### config.mk
export PLATFORM = sky130hd
export DESIGN_NAME = trace_vector_packer
export DESIGN_NICKNAME = d
export VERILOG_FILES = /design/src/rtl/trace_vector_packer.sv
export SDC_FILE = /design/constraint.sdc
export NUM_CORES = 1
export LEC_CHECK = 0
export BUFFER_PORTS_ARGS = -buffer_cell sky130_fd_sc_hd__buf_2
export CORE_MARGIN = 2
export CORE_UTILIZATION = 40
export CTS_BUF_LIST = sky130_fd_sc_hd__clkbuf_8 sky130_fd_sc_hd__clkbuf_16
export CTS_CLUSTER_DIAMETER = 50
export DETAILED_ROUTE_END_ITERATION = 10
export PLACE_DENSITY_LB_ADDON = 0.15
export SLEW_MARGIN = 0
export SYNTH_ARGS = -nofsm -noshare
export SYNTH_HDL_FRONTEND = slang
export SYNTH_SLANG_ARGS = --single-unit
### constraint.sdc
create_clock -name clk -period 2.7 [get_ports clk]
set_input_delay 0.675 -clock clk [delete_from_list [all_inputs] [get_ports clk]]
set_output_delay 0.675 -clock clk [all_outputs]
set_load 0.02 [all_outputs]
### src/rtl/trace_vector_packer.sv
// -----------------------------------------------------------------------------
// trace_vector_packer
//
// Packs a stream of DATA_WIDTH-bit elements from the traced accelerator tap
// into N-lane vectors. Each vector goes to the input buffer's enqueue
// interface. A frame ends when the configured frame length in vectors is
// reached, or when the source flags its last element. The frame length is
// programmed over the shared configId/configData bus while tracing is low.
//
// Parameters
//   N                  elements per vector; must match the input buffer.
//   DATA_WIDTH         bits per element.
//   INITIAL_FRAME_LEN  frame length in vectors after reset; 0 = unbounded.
//   PERSONAL_CONFIG_ID configId value that addresses this block.
//
// Ports
//   clk            clock; all logic runs on the rising edge.
//   rst_n          asynchronous active-low reset.
//   tracing        1 = trace mode, 0 = config mode.
//   configId       config target select.
//   configData     config payload: the frame length in vectors.
//   elem_valid     the source has an element.
//   elem_data      element value.
//   elem_last      the element is the last of its frame.
//   elem_ready     an element is accepted this cycle (equal to tracing).
//   enqueue        one-cycle pulse; vector_out/eof_out are valid.
//   eof_out        the vector closes a frame; qualified by enqueue.
//   vector_out     packed vector; lane 0 holds the first element accepted.
//   dropped_count  saturating count of partial vectors discarded.
// -----------------------------------------------------------------------------
module trace_vector_packer #(
    parameter int N                  = 8,
    parameter int DATA_WIDTH         = 32,
    parameter int INITIAL_FRAME_LEN  = 4,
    parameter int PERSONAL_CONFIG_ID = 0
) (
    input  logic                            clk,
    input  logic                            rst_n,
    input  logic                            tracing,
    input  logic [7:0]                      configId,
    input  logic [7:0]                      configData,
    input  logic                            elem_valid,
    input  logic [DATA_WIDTH-1:0]           elem_data,
    input  logic                            elem_last,
    output logic                            elem_ready,
    output logic                            enqueue,
    output logic                            eof_out,
    output logic [N-1:0][DATA_WIDTH-1:0]    vector_out,
    output logic [15:0]                     dropped_count
);

    // Lane index width. The guard keeps the index legal if N is ever 1.
    localparam int                LANE_W    = (N > 1) ? $clog2(N) : 1;
    localparam logic [LANE_W-1:0] LAST_LANE = LANE_W'(N - 1);
    localparam logic [7:0]        CFG_ID    = 8'(PERSONAL_CONFIG_ID);
    localparam logic [7:0]        FLEN_INIT = 8'(INITIAL_FRAME_LEN);

    // -------------------------------------------------------------------------
    // State
    // -------------------------------------------------------------------------
    logic [N-1:0][DATA_WIDTH-1:0] staging;     // lanes filled so far
    logic [LANE_W-1:0]            lane_idx;    // next lane to fill
    logic [7:0]                   frame_cnt;   // vectors emitted in this frame
    logic [7:0]                   frame_len;   // vectors per frame; 0 = unbounded
    logic                         tracing_q;   // tracing from the previous cycle

    // -------------------------------------------------------------------------
    // Combinational decode
    // -------------------------------------------------------------------------
    logic                         accept;
    logic                         lane_full;
    logic                         emit;
    logic                         frame_end;
    logic                         tracing_fall;
    logic                         config_write;
    logic [N-1:0][DATA_WIDTH-1:0] merged;

    // There is no backpressure: the block takes an element on every
    // trace-mode cycle.
    assign elem_ready   = tracing;
    assign accept       = elem_valid & elem_ready;
    assign lane_full    = (lane_idx == LAST_LANE);
    assign emit         = accept & (lane_full | elem_last);
    assign tracing_fall = tracing_q & ~tracing;
    assign config_write = ~tracing & (configId == CFG_ID);

    // The frame closes on an explicit last, or when this emit is the
    // frame_len-th vector. The compare uses widened operands so that
    // frame_len = 0 never matches through an underflowed frame_len - 1.
    assign frame_end = elem_last |
                       ((frame_len != 8'd0) &&
                        (({1'b0, frame_cnt} + 9'd1) == {1'b0, frame_len}));

    // The staged lanes with the incoming element dropped into its lane.
    // Lanes above lane_idx are still zero, so the unfilled lanes of a
    // short vector leave as zero.
    // NOTE: always_comb assigns a full default before any conditional
    // write, so no path leaves merged unassigned and no latch is inferred.
    always_comb begin
        merged           = staging;
        merged[lane_idx] = elem_data;
    end

    // -------------------------------------------------------------------------
    // Staging lanes and lane index
    // -------------------------------------------------------------------------
    // NOTE: staging gets a reset even though it is wide, because a reset
    // part-way through a vector must not leak old lanes into the next short
    // vector. Its zero lanes are visible on vector_out.
    always_ff @(posedge clk or negedge rst_n) begin
        if (!rst_n) begin
            staging  <= '0;
            lane_idx <= '0;
        end else if (tracing_fall || emit) begin
            // A dropped partial vector and a completed vector both restart
            // at lane 0. This lets an accept in the very next cycle land in
            // lane 0 with no bubble.
            staging  <= '0;
            lane_idx <= '0;
        end else if (accept) begin
            // NOTE: sequential state is updated with non-blocking
            // assignments only, so every register here sees the pre-edge
            // values of the others, whatever the statement order.
            staging[lane_idx] <= elem_data;
            lane_idx          <= lane_idx + LANE_W'(1);
        end
    end

    // -------------------------------------------------------------------------
    // Frame vector count
    // -------------------------------------------------------------------------
    always_ff @(posedge clk or negedge rst_n) begin
        if (!rst_n) begin
            frame_cnt <= '0;
        end else if (tracing_fall) begin
            frame_cnt <= '0;
        end else if (emit) begin
            frame_cnt <= frame_end ? 8'd0 : frame_cnt + 8'd1;
        end
    end

    // -------------------------------------------------------------------------
    // Frame length register
    // -------------------------------------------------------------------------
    // The register is written on every config-mode cycle that addresses this
    // block. A new value takes effect at the next emit comparison.
    always_ff @(posedge clk or negedge rst_n) begin
        if (!rst_n) begin
            frame_len <= FLEN_INIT;
        end else if (config_write) begin
            frame_len <= configData;
        end
    end

    // -------------------------------------------------------------------------
    // Tracing edge detect and drop counter
    // -------------------------------------------------------------------------
    // tracing_q resets to 0, so a reset released with tracing high does not
    // count as a fall. The partial vector is never flushed on a fall,
    // because the input buffer ignores enqueue once tracing is low.
    always_ff @(posedge clk or negedge rst_n) begin
        if (!rst_n) begin
            tracing_q     <= 1'b0;
            dropped_count <= '0;
        end else begin
            tracing_q <= tracing;
            if (tracing_fall && (lane_idx != '0) && (dropped_count != 16'hFFFF)) begin
                dropped_count <= dropped_count + 16'd1;
            end
        end
    end

    // -------------------------------------------------------------------------
    // Registered enqueue interface
    // -------------------------------------------------------------------------
    // A completing accept at edge k gives enqueue high during cycle k+1.
    // vector_out holds its last value between pulses. eof_out is tied to
    // the pulse, so it is never high without enqueue.
    always_ff @(posedge clk or negedge rst_n) begin
        if (!rst_n) begin
            enqueue    <= 1'b0;
            eof_out    <= 1'b0;
            vector_out <= '0;
        end else begin
            enqueue <= emit;
            eof_out <= emit & frame_end;
            if (emit) begin
                vector_out <= merged;
            end
        end
    end

endmodule

Yosys cells after proc, flatten, opt, wreduce, memory -nomap -nowiden:

Index checks and enable logic that the tools add are counted.

* reductions and logical operators: 10
* bitwise operators: 8
* $lt $le $gt $ge: 2
* equality and inequality tests: 3
* muxes and demuxes: 10
* add/sub/neg operators: 4

Operator list (number)
* 256-bit two-way mux: 2
* 256-bit bitwise mux: 1
* 32-bit demux with 3-bit select: 1
* 32-bit two-way mux: 1
* 8-bit two-way mux: 3
* 16-bit by 1-bit adder with 16-bit output, second input constant: 1
* 16-bit inequality test, second input constant: 1
* 8-bit by 1-bit adder with 9-bit output, second input constant: 1
* 9-bit by 8-bit == test with 1-bit output: 1
* 8-bit by 1-bit adder with 8-bit output, second input constant: 1
* 8-bit logical NOT: 1
* 8-bit nonzero test: 1
* 3-bit two-way mux: 2
* 1-bit AND: 5
* 1-bit logical AND: 4
* 3-bit by 4-bit < comparator with 1-bit output, second input constant: 1
* 2-bit nonzero test: 2
* 3-bit by 1-bit adder with 3-bit output, second input constant: 1
* 3-bit == test, second input constant: 1
* 3-bit by 1-bit >= comparator with 1-bit output, second input constant: 1
* 3-bit nonzero test: 1
* 1-bit OR: 2
* 1-bit logical OR: 1
* 1-bit NOT: 1

* output and inout bits: 275
* word-level logic and storage cells: 60
* register bits after elaboration: 550
* bits of input ports: 53

Longest topological paths before layout:

Gate-level depths: netlist (run 1).

* word-level depth: 7
* depth in mapped cells: 10
* gate-level depth less buffers: 8

Worst setup path before layout (run 1):

OpenSTA, ideal clock, no wires.

* path type: input-to-reg
* start: input port tracing
* end: register dropped_count[9]
* buffers on the path: 0
* slack: 600 ps
* arrival time: 1971 ps
* setup time: 129 ps
* stages: 6
* cells stage by stage: nor2b_1 > o21ai_0 > a41o_1 > nor4_4 > nand4_1 > xnor2_1

* cells in the longest elaborated chain, start to end: 4

RTL lines
* start, declared: line 39 `input logic tracing,`
* 1-bit NOT: line 84 `assign tracing_fall = tracing_q & ~tracing;`
* 1-bit AND: line 84
* 1-bit logical AND (2 in series): line 167 `if (tracing_fall && (lane_idx != '0) && (dropped_count != 16'hFFFF)) begin`
* end signal, assigned: line 168 `dropped_count <= dropped_count + 16'd1;`
* end, declared: line 49 `output logic [15:0] dropped_count`

No other way between the ends.
A chain may end at the register's enable or synchronous reset.

Worst setup path after layout (run 1):

* start: register lane_idx[0]
* end: register staging[45] (netlist name)

* cells in the longest elaborated chain, start to end: 7

RTL lines
* start, declared: line 62 `logic [LANE_W-1:0] lane_idx;`
* start signal, assigned: line 125 `lane_idx <= lane_idx + LANE_W'(1);`
* 3-bit by 4-bit < comparator with 1-bit output (implied by the code) or 3-bit by 1-bit >= comparator with 1-bit output (tied branches): line 124 `staging[lane_idx] <= elem_data;`
* 1-bit logical AND (implied by the code): line 124
* 32-bit two-way mux (implied by the code): line 124
* 32-bit demux with 3-bit select: line 124
* 256-bit bitwise mux: line 124
* 256-bit two-way mux: line 120 `end else if (accept) begin`
* 256-bit two-way mux: line 114 `end else if (tracing_fall || emit) begin`
* end signal, assigned by index: line 124
* end, declared: line 61 `logic [N-1:0][DATA_WIDTH-1:0] staging;`

Several ways; a longest one is shown, not always the timed one. The select of a mux whose other input is x is not followed.

==> impl_metrics.env, run 1 <==
export IMPL_outcome="completed"
export IMPL_worstPathCellList="ha_1 > ha_1 > nor2_1 > nand3_1 > buf_12 > o21ai_4 > a22o_1"
export IMPL_cts_tree="built"
export IMPL_layout_drive_gt1_share=0.237
export IMPL_fin_cells=3028
export IMPL_viasPerCell=5.35
export IMPL_postSynth_asyncResetShare=1.00
export IMPL_clk_path_buf_depth=3
export IMPL_synthXorXnorAreaFrac=0.00914
export IMPL_finalNetCount=2283
export IMPL_critPathKind="reg2reg"
export IMPL_syn_inst=1941
export IMPL_ant_nets=0
export IMPL_seqCellArea_um2=13800
export IMPL_synth_simple_area_share=0.0688
export IMPL_met2_usage=0.357
export IMPL_grt_max_degree=131
export IMPL_final_design_area_no_fill_um2=27700
export IMPL_core_area_um2=56400
export IMPL_period_needed_ns=2.47
export IMPL_worstHoldPathType="in2async"
export IMPL_drt_total_wl_um=66600
export IMPL_die_w_um=243
export IMPL_clkSinkCount=550
export IMPL_initial_core_util=0.405
export IMPL_synth_seq_area_share=0.602
export IMPL_wire_per_inst_um=22.0
export IMPL_maxCapViolCount=0
export IMPL_antenna_found_initial=1
export IMPL_required_ns=3.22
export IMPL_post_cts_buffers=0
export IMPL_fmax_mhz=405
export IMPL_clkTransAtPathRegs_ns=0.06
export IMPL_synthesis_area_um2=22900
export IMPL_grt_overflow_total=0
export IMPL_h_tree_depth=3
export IMPL_p_leak_uw=0.0143
export IMPL_tightest_slew_ns=1.12
export IMPL_setup_viol=0
export IMPL_crit_arrival_ns=2.99
export IMPL_end_kind="flop"
export IMPL_synth_top_area_frac=0.601
export IMPL_clock_latency_ns=0.60
export IMPL_vias=16200
export IMPL_synthToLayoutAreaGrowth_pct=21.3
export IMPL_ys_flop_type="dfrtp_1"
export IMPL_yosysUniqueCellTypes=54
export IMPL_synth_area_leader_cell="dfrtp_1"
export IMPL_drt_iter0_drc=1111
export IMPL_fin_worst_skew_ns=0.0219
export IMPL_portBuffers=327
export IMPL_multiInputGateArea_um2=8450
export IMPL_setup_tns_ns=0
export IMPL_grt_setup_unrepaired="false"
export IMPL_synthAdderAreaFrac=0.00274
export IMPL_rows=87
export IMPL_pin_count=328
export IMPL_grtUsageMet1=0.310
export IMPL_vdd_drop_max_v=0.000477
export IMPL_max_slew_margin_rel=0.251
export IMPL_synth_edf_count=0
export IMPL_cp_max_fo=32
export IMPL_dpl_hpwl_um=43200
export IMPL_crit_path_top_delay_cell="o21ai_4"
export IMPL_grt_pass1_vias=16400
export IMPL_cpMostUsedCell="ha_1"
export IMPL_first_pass_iters=5
export IMPL_synthesis_nets=1999
export IMPL_startpoint_type="flop"
export IMPL_dieArea_um2=59100
export IMPL_cts_resized=0
export IMPL_ys_top_cells_by_count="dfrtp_1 (549), nand2_1 (292), o21ai_0 (260), a22o_1 (258), mux2i_1 (257)"
export IMPL_synth_most_common_cell="dfrtp_1"
export IMPL_nFillCells=5241
export IMPL_grt_usage=0.226
export IMPL_post_route_period_util=0.914
export IMPL_synth_top_family_by_area="compound AO/OA/AOI/OAI gates"
export IMPL_ys_warnings_count=0
export IMPL_gr_max_usage_layer="met2"
export IMPL_place_inst=2910
export IMPL_grt_pass1_wl_um=102000
export IMPL_grtUsageMet3=0.0468
export IMPL_cts_hold_buffers=0
export IMPL_cts_buffers=69
export IMPL_synth_compound_area_share=0.166
export IMPL_die_h_um=243
export IMPL_hold_viol=0
export IMPL_p_per_area_nw_per_um2=713
export IMPL_ys_ff_latch=550
export IMPL_gp_congestion=0.819
export IMPL_root_buffer="clkbuf_16"
export IMPL_placed_area_um2=25500
export IMPL_synth_area_top_cells="dfrtp_1 (60%), mux2i_1 (11%), a22o_1 (9.9%)"
export IMPL_drv_slew=0
export IMPL_drc=0
export IMPL_critPathMaxStageDelay_ns=0.85
export IMPL_yosys_mux_area_fraction=0.117
export IMPL_syn_area_per_cell_um2=11.8
-- flip-flops by register name (all words and copies together) (netlist names) --
| register | cells |
|---|---|
| enqueue | 1 |
| vector_out | 256 |
| lane_idx | 3 |
| frame_cnt | 8 |
| frame_len | 8 |
| dropped_count | 16 |
| eof_out | 1 |
| staging | 256 |
| tracing_q | 1 |
-- per-layer routing --
metal,vias up,part of all wire
li1,7492,-
met1,8230,0.45
met2,393,0.47
met3,88,0.059
met4,0,0.026
met5,-,0
-- critical path, delay by kind of cell (launching register included) --
| kind | cells | cell delay (ns) |
|---|---|---|
| compound gates | 2 | 1.10 |
| fa+ha+maj | 2 | 0.43 |
| flops | 1 | 0.39 |
| simple gates | 2 | 0.27 |
| buf+inv | 1 | 0.19 |
-- kinds of logic (layout without fill, tap and decap cells) --
kind of cell             count (synthesis)  count (layout)
AND/OR/NAND/NOR                        369             369
buffers and inverters                  183             513
adder cells (fa/ha/maj)                  5               5
XOR/XNOR                                23              23
other                                    0               1
flip-flops                             550             550
AO/OA/AOI/OAI                          546             546
multiplexers                           265             265
-- cells in the final DEF (no fill, tap or decap), types with 4 or more instances in the layout --
| cell type | instances |
|---|---|
| a21oi_1 | 4 |
| a22o_1 | 258 |
| and2_1 | 6 |
| and2_2 | 4 |
| buf_12 | 17 |
| buf_2 | 326 |
| buf_4 | 46 |
| bufinv_16 | 4 |
| clkbuf_16 | 71 |
| clkbuf_8 | 6 |
| clkinv_2 | 8 |
| clkinv_4 | 4 |
| dfrtp_1 | 549 |
| ha_1 | 5 |
| inv_1 | 18 |
| inv_6 | 8 |
| mux2_2 | 8 |
| mux2i_1 | 257 |
| nand2_1 | 289 |
| nand3_1 | 13 |
| nand4_1 | 4 |
| nor2_1 | 15 |
| nor2_4 | 4 |
| o21ai_0 | 260 |
| o21ai_4 | 4 |
| xnor2_1 | 18 |
| xor2_1 | 4 |
-- path summary, 6_finish.rpt --
check	startpoint	endpoint	slack, ns	cells past startpoint
max	lane_idx[0]	staging[45]	0.23	7
max in group asynchronous	rst_n	staging[15]	1.74	2
max reg2reg	lane_idx[0]	staging[45]	0.23	7
min in group clk	configData[4]	frame_len[4]	0.31	2
min reg2reg	vector_out[117]	vector_out[117]	0.47	2
min	rst_n	staging[9]	0.03	1
-- per-stage QoR --
| step | power [uW] | worst slack, ns | util | hold WS, ns |
|---|---|---|---|---|
| 3_3_place_gp | 11000 | 0.229 | 0.453 | 0.457 |
| 3_5_place_dp | 11000 | 0.203 | 0.453 | 0.466 |
| 6_report | 19800 | 0.233 | 0.491 | 0.0252 |
| 5_1_grt | 20600 | 0.0919 | 0.491 | 0.0269 |
| 4_1_cts | 20000 | 0.204 | 0.491 | 0.00330 |
| 2_1_floorplan | 10000 | 0.600 | - | 0.379 |
-- layout make-up --
class                   instances  share of cell area
clock buffers                  77              0.0671
multi-input cells            1208               0.305
well taps                     756              0.0341
inverters                       6            0.000858
repair buffers                390              0.0842
diodes                          1           0.0000903
clock inverters                40              0.0120
flip-flops and latches        550               0.497
-- report_power, final --
| part | switching [uW] | total, uW | internal (uW) |
|---|---|---|---|
| Sequential | 253 | 8830 | 8580 |
| Clock | 3600 | 8930 | 5330 |
| Combinational | 1380 | 2010 | 629 |
| Total | 5230 | 19800 | 14500 |
No activity file was read; power rests on OpenSTA's default activity.
==> run 2: changes to the inputs <==
--- a/config.mk
+++ b/config.mk
@@ -7,7 +7,7 @@
 export LEC_CHECK = 0
 export BUFFER_PORTS_ARGS = -buffer_cell sky130_fd_sc_hd__buf_2
 export CORE_MARGIN = 2
-export CORE_UTILIZATION = 40
+export CORE_UTILIZATION = 57
 export CTS_BUF_LIST = sky130_fd_sc_hd__clkbuf_8 sky130_fd_sc_hd__clkbuf_16
 export CTS_CLUSTER_DIAMETER = 50
 export DETAILED_ROUTE_END_ITERATION = 10
==> run 2 against run 1 <==
Net effect: die area is 29% lower; routed wire length is 7.7% lower; critical path depth stayed put; flip-flop and latch count stayed put; final cell count is 7.9% lower; via count is 2.8% higher; worst hold slack better by 0.28 ns; non-clock buffer count is 9 higher; sequential power hardly changed; design area is 2.1% lower; first-iteration DRC count is 8.7% higher.
==> impl_metrics.env, run 2 (synthesis gave the netlist of run 1 again) <==
export IMPL_tightest_slew_ns=0.939
export IMPL_p_per_area_nw_per_um2=689
export IMPL_rows=73
export IMPL_gr_max_usage_layer="met2"
export IMPL_max_slew_margin_rel=0.373
export IMPL_holdPathEnd="tracing_q"
export IMPL_reg2reg_slack_ns=0.34
export IMPL_reg_top3="staging: 256 flops, vector_out: 256 flops, dropped_count: 16 flops"
export IMPL_worstHoldPathType="in2reg"
export IMPL_holdPathStages=1
export IMPL_grtUsageMet3=0.0534
export IMPL_utilization=0.684
export IMPL_setup_tns_ns=0
export IMPL_critPathMaxStageDelay_ns=0.75
export IMPL_critPathKind="reg2reg"
export IMPL_cts_buffers=56
export IMPL_synthToLayoutAreaGrowth_pct=18.7
export IMPL_grt_pass1_vias=16300
export IMPL_grt_max_degree=93
export IMPL_drt_total_wl_um=61500
export IMPL_viasPerCell=5.97
export IMPL_fin_worst_skew_ns=0.0204
export IMPL_cp_max_fo=32
export IMPL_dpl_hpwl_um=40000
export IMPL_first_pass_iters=7
export IMPL_setup_viol=0
export IMPL_drv_slew=0
export IMPL_timing_hold_ws_ns=0.305
export IMPL_vdd_drop_max_v=0.000585
export IMPL_clk_path_buf_depth=3
export IMPL_post_route_period_util=0.872
export IMPL_die_w_um=204
export IMPL_period_needed_ns=2.36
export IMPL_die_h_um=204
export IMPL_clkTransAtPathRegs_ns=0.06
export IMPL_power_uw=18700
export IMPL_fin_ws_ns=0.345
export IMPL_wire_per_inst_um=22.0
export IMPL_maxCapViolCount=0
export IMPL_crit_arrival_ns=2.89
export IMPL_gp_congestion=0.813
export IMPL_h_tree_depth=2
export IMPL_grt_overflow_total=0
export IMPL_antenna_cells=0
export IMPL_finalNetCount=2279
export IMPL_dieArea_um2=41700
export IMPL_ant_nets=0
export IMPL_cpMostUsedCell="ha_1"
export IMPL_clkSinkCount=550
export IMPL_hp_start="tracing"
export IMPL_vias=16700
export IMPL_grt_usage=0.297
export IMPL_crit_path_top_delay_cell="nor2_4"
export IMPL_drc=0
export IMPL_core_area_um2=39600
export IMPL_reg2reg_from="lane_idx[0]"
export IMPL_root_buffer="clkbuf_16"
export IMPL_final_common_cell="dfrtp_1"
export IMPL_clock_latency_ns=0.62
export IMPL_final_cell_mix="dfrtp_1 (549), buf_2 (326), nand2_1 (292)"
export IMPL_required_ns=3.24
export IMPL_cts_tree="built"
export IMPL_drt_iter0_drc=1208
export IMPL_met2_usage=0.466
export IMPL_startpoint_type="flop"
export IMPL_end_kind="flop"
export IMPL_p_leak_uw=0.0142
export IMPL_hold_viol=0
export IMPL_grt_setup_unrepaired="false"
export IMPL_worstPathCellList="ha_1 > ha_1 > nor2_1 > nand3_1 > buf_4 > nor2_4 > a22o_1"
export IMPL_fmax_mhz=425
export IMPL_cts_resized=0
export IMPL_antenna_found_initial=0
export IMPL_initial_core_util=0.577
export IMPL_reg2regPathDepth=7
export IMPL_r2r_end="staging[176]"
export IMPL_layout_drive_gt1_share=0.235
export IMPL_portBuffers=327
export IMPL_grt_pass1_wl_um=95500
export IMPL_dp_slack_ns=0.292
export IMPL_grtUsageMet1=0.426
export IMPL_outcome="completed"
export IMPL_pin_count=328
-- run 2: changes by cell type in the layout (fill, tap and decap cells not counted), moves of 3 or more --
cell       before  now
clkbuf_16      71   58
nand2_2         3    0
nand2_1       289  292
inv_6           8    1
clkbuf_8        6   11
inv_1          18   13
buf_4          46   57
buf_12         17   14
-- run 2: worst max path at each step --
stage / start / to / slack (ns)
detailed placement: elem_last / staging[235] / 0.29
finish: lane_idx[0] / staging[176] / 0.34
floorplan: tracing / dropped_count[9] / 0.60
global route: lane_idx[0] / staging[227] / 0.20
global placement: elem_last / staging[238] / 0.33
CTS: lane_idx[0] / staging[227] / 0.37
-- run 2: area by class of cell --
type / count / area, um2
clock buffer: 69 / 1600
clock inverter: 31 / 277
fill: 2946 / 12500
inverter: 6 / 23.8
multi-input combinational: 1208 / 8430
sequential: 550 / 13800
tap: 525 / 657
timing repair buffer: 399 / 2360
-- run 2: per-stage QoR --
stage          cells  cell area, um2
6_report        2788           27100
5_1_grt         2788           27100
4_1_cts         2788           27100
3_5_place_dp    2687           25200
3_3_place_gp    2687           25200
2_1_floorplan   1941           22900
-- run 2: per-layer routing --
layer,vias up,part of all wire
li1,7469,-
met1,8479,0.44
met2,599,0.47
met3,103,0.064
met4,0,0.025
met5,-,0
-- run 2: what timing repair did --
action / 4_1_cts / 5_1_grt
hold endpoints to repair: 29 / 0
hold buffers: 1 / 0
setup buffers: 0 / 0
-- run 2: critical path: cells and delay by family, from the launching register on --
family | cells | cell delay (ns)
adders and majority gates | 2 | 0.40
DFF | 1 | 0.39
AOI/OAI and AO/OA | 1 | 0.28
buffers and inverters | 1 | 0.22
and+or+nand+nor | 3 | 0.98
-- run 2: power by group --
| group | leakage, uW | internal, uW | switching, uW |
|---|---|---|---|
| clock | 0.000963 | 4570 | 3280 |
| sequential | 0.00759 | 8570 | 249 |
| combinational | 0.00564 | 636 | 1360 |
| total | 0.0142 | 13800 | 4900 |
==> run 3: changes to the inputs <==
--- a/config.mk
+++ b/config.mk
@@ -8,7 +8,7 @@
 export BUFFER_PORTS_ARGS = -buffer_cell sky130_fd_sc_hd__buf_2
 export CORE_MARGIN = 2
 export CORE_UTILIZATION = 57
-export CTS_BUF_LIST = sky130_fd_sc_hd__clkbuf_8 sky130_fd_sc_hd__clkbuf_16
+export CTS_BUF_LIST = sky130_fd_sc_hd__clkbuf_16
 export CTS_CLUSTER_DIAMETER = 50
 export DETAILED_ROUTE_END_ITERATION = 10
 export PLACE_DENSITY_LB_ADDON = 0.15
==> run 3 against run 2 <==
Net effect: core utilization is 0.28 points lower; final cell count is the same; highest routed layer unchanged; global-route usage is essentially flat; largest power group unchanged; die area is the same.
==> impl_metrics.env, run 3 (synthesis gave the netlist of run 1 again) <==
export IMPL_holdPathStages=1
export IMPL_max_slew_margin_rel=0.361
export IMPL_ant_nets=0
export IMPL_p_per_area_nw_per_um2=679
export IMPL_cts_resized=0
export IMPL_grt_setup_unrepaired="false"
export IMPL_first_pass_iters=5
export IMPL_drv_slew=0
export IMPL_die_w_um=204
export IMPL_final_cell_mix="dfrtp_1 (549), buf_2 (326), nand2_1 (292)"
export IMPL_tightest_slew_ns=0.956
export IMPL_cp_max_fo=32
export IMPL_vdd_drop_max_v=0.000589
export IMPL_root_buffer="clkbuf_16"
export IMPL_critPathMaxStageDelay_ns=0.76
export IMPL_maxCapViolCount=0
export IMPL_gp_congestion=0.813
export IMPL_viasPerCell=5.97
export IMPL_outcome="completed"
export IMPL_final_common_cell="dfrtp_1"
export IMPL_reg2reg_from="lane_idx[0]"
export IMPL_dieArea_um2=41700
export IMPL_nFillCells=2968
export IMPL_finalNetCount=2279
export IMPL_critPathKind="reg2reg"
export IMPL_final_design_area_no_fill_um2=27000
export IMPL_crit_path_top_delay_cell="nor2_4"
export IMPL_antenna_found_initial=0
export IMPL_worstHoldPathType="in2reg"
export IMPL_startpoint_type="flop"
export IMPL_clkSinkCount=550
export IMPL_end_kind="flop"
export IMPL_grt_max_degree=93
export IMPL_reg2reg_slack_ns=0.34
export IMPL_vias=16700
export IMPL_placed_area_um2=25200
export IMPL_utilization=0.681
export IMPL_clock_latency_ns=0.62
export IMPL_core_area_um2=39600
export IMPL_grt_usage=0.297
export IMPL_setup_tns_ns=0
export IMPL_r2r_end="staging[176]"
export IMPL_cts_buffers=56
export IMPL_required_ns=3.24
export IMPL_worstPathCellList="ha_1 > ha_1 > nor2_1 > nand3_1 > buf_4 > nor2_4 > a22o_1"
export IMPL_hold_viol=0
export IMPL_drt_iter0_drc=1312
export IMPL_portBuffers=327
export IMPL_clk_path_buf_depth=3
export IMPL_setup_viol=0
export IMPL_holdPathEnd="tracing_q"
export IMPL_crit_arrival_ns=2.90
export IMPL_p_leak_uw=0.0141
export IMPL_grt_pass1_wl_um=95400
export IMPL_wire_per_inst_um=22.0
export IMPL_drc=0
export IMPL_post_route_period_util=0.876
export IMPL_layout_drive_gt1_share=0.230
export IMPL_initial_core_util=0.577
export IMPL_pin_count=328
export IMPL_reg2regPathDepth=7
export IMPL_reg_top3="staging: 256 flops, vector_out: 256 flops, dropped_count: 16 flops"
export IMPL_timing_hold_ws_ns=0.305
export IMPL_grt_overflow_total=0
export IMPL_critPathLaunch="lane_idx[0]"
export IMPL_h_tree_depth=2
export IMPL_dpl_hpwl_um=40000
export IMPL_synthToLayoutAreaGrowth_pct=18.2
export IMPL_grt_pass1_vias=16300
export IMPL_fin_worst_skew_ns=0.0237
export IMPL_cpMostUsedCell="ha_1"
export IMPL_drt_total_wl_um=61400
export IMPL_critical_path_buf_inv_count=1
export IMPL_cts_tree="built"
export IMPL_die_h_um=204
export IMPL_clkTransAtPathRegs_ns=0.06
export IMPL_crit_family="simple AND/OR/NAND/NOR gates"
export IMPL_antenna_cells=0
export IMPL_fin_cells=2788
export IMPL_hp_start="tracing"
export IMPL_rows=73
export IMPL_period_needed_ns=2.36
export IMPL_fmax_mhz=423
export IMPL_place_inst=2687
==> run 3: cell count changes in the layout (fill, tap and decap cells not counted) <==
cell,delta
clkinv_1,+11
clkbuf_8,-11
==> run 3: layout make-up <==
cell class	instances	area, um2	share of cell area
timing repair buffer	399	2360	0.0876
clock inverter	42	318	0.0118
multi-input combinational	1208	8430	0.312
tap	525	657	0.0243
clock buffer	58	1450	0.0537
sequential	550	13800	0.510
inverter	6	23.8	0.000880
==> run 3: routing by layer <==
| metal | vias to the layer above | share of wire | track usage |
|---|---|---|---|
| li1 | 7474 | - | - |
| met1 | 8494 | 0.44 | 0.425 |
| met2 | 595 | 0.47 | 0.465 |
| met3 | 91 | 0.067 | 0.0537 |
| met4 | 0 | 0.023 | 0.0932 |
| met5 | - | 0 | 0 |
==> run 3: how the worst max path moves through the flow <==
| stage | cells past startpoint | to | slack [ns] |
|---|---|---|---|
| 2_1_floorplan | 6 | dropped_count[9] | 0.60 |
| 3_5_place_dp | 6 | staging[235] | 0.29 |
| 5_1_grt | 7 | staging[227] | 0.20 |
| 6_report | 7 | staging[176] | 0.34 |
| 3_3_place_gp | 6 | staging[238] | 0.33 |
| 4_1_cts | 7 | staging[227] | 0.37 |
==> run 3: repair_timing <==
action                    in CTS  in global routing
buffers inserted               0                  0
hold buffers                   1                  0
hold endpoints to repair      29                  0
==> run 3: power by group <==
part / switching (uW) / total [uW] / internal [uW]
combinational: 1360 / 2000 / 636
sequential: 249 / 8820 / 8570
clock: 3260 / 7520 / 4260
==> run 3: metrics by stage <==
stage	worst slack, ns	total power (uW)
after floorplan	0.600	10000
after global placement	0.334	10900
after detailed placement	0.292	11000
after CTS	0.370	18500
after global routing	0.200	19000
final	0.336	18300
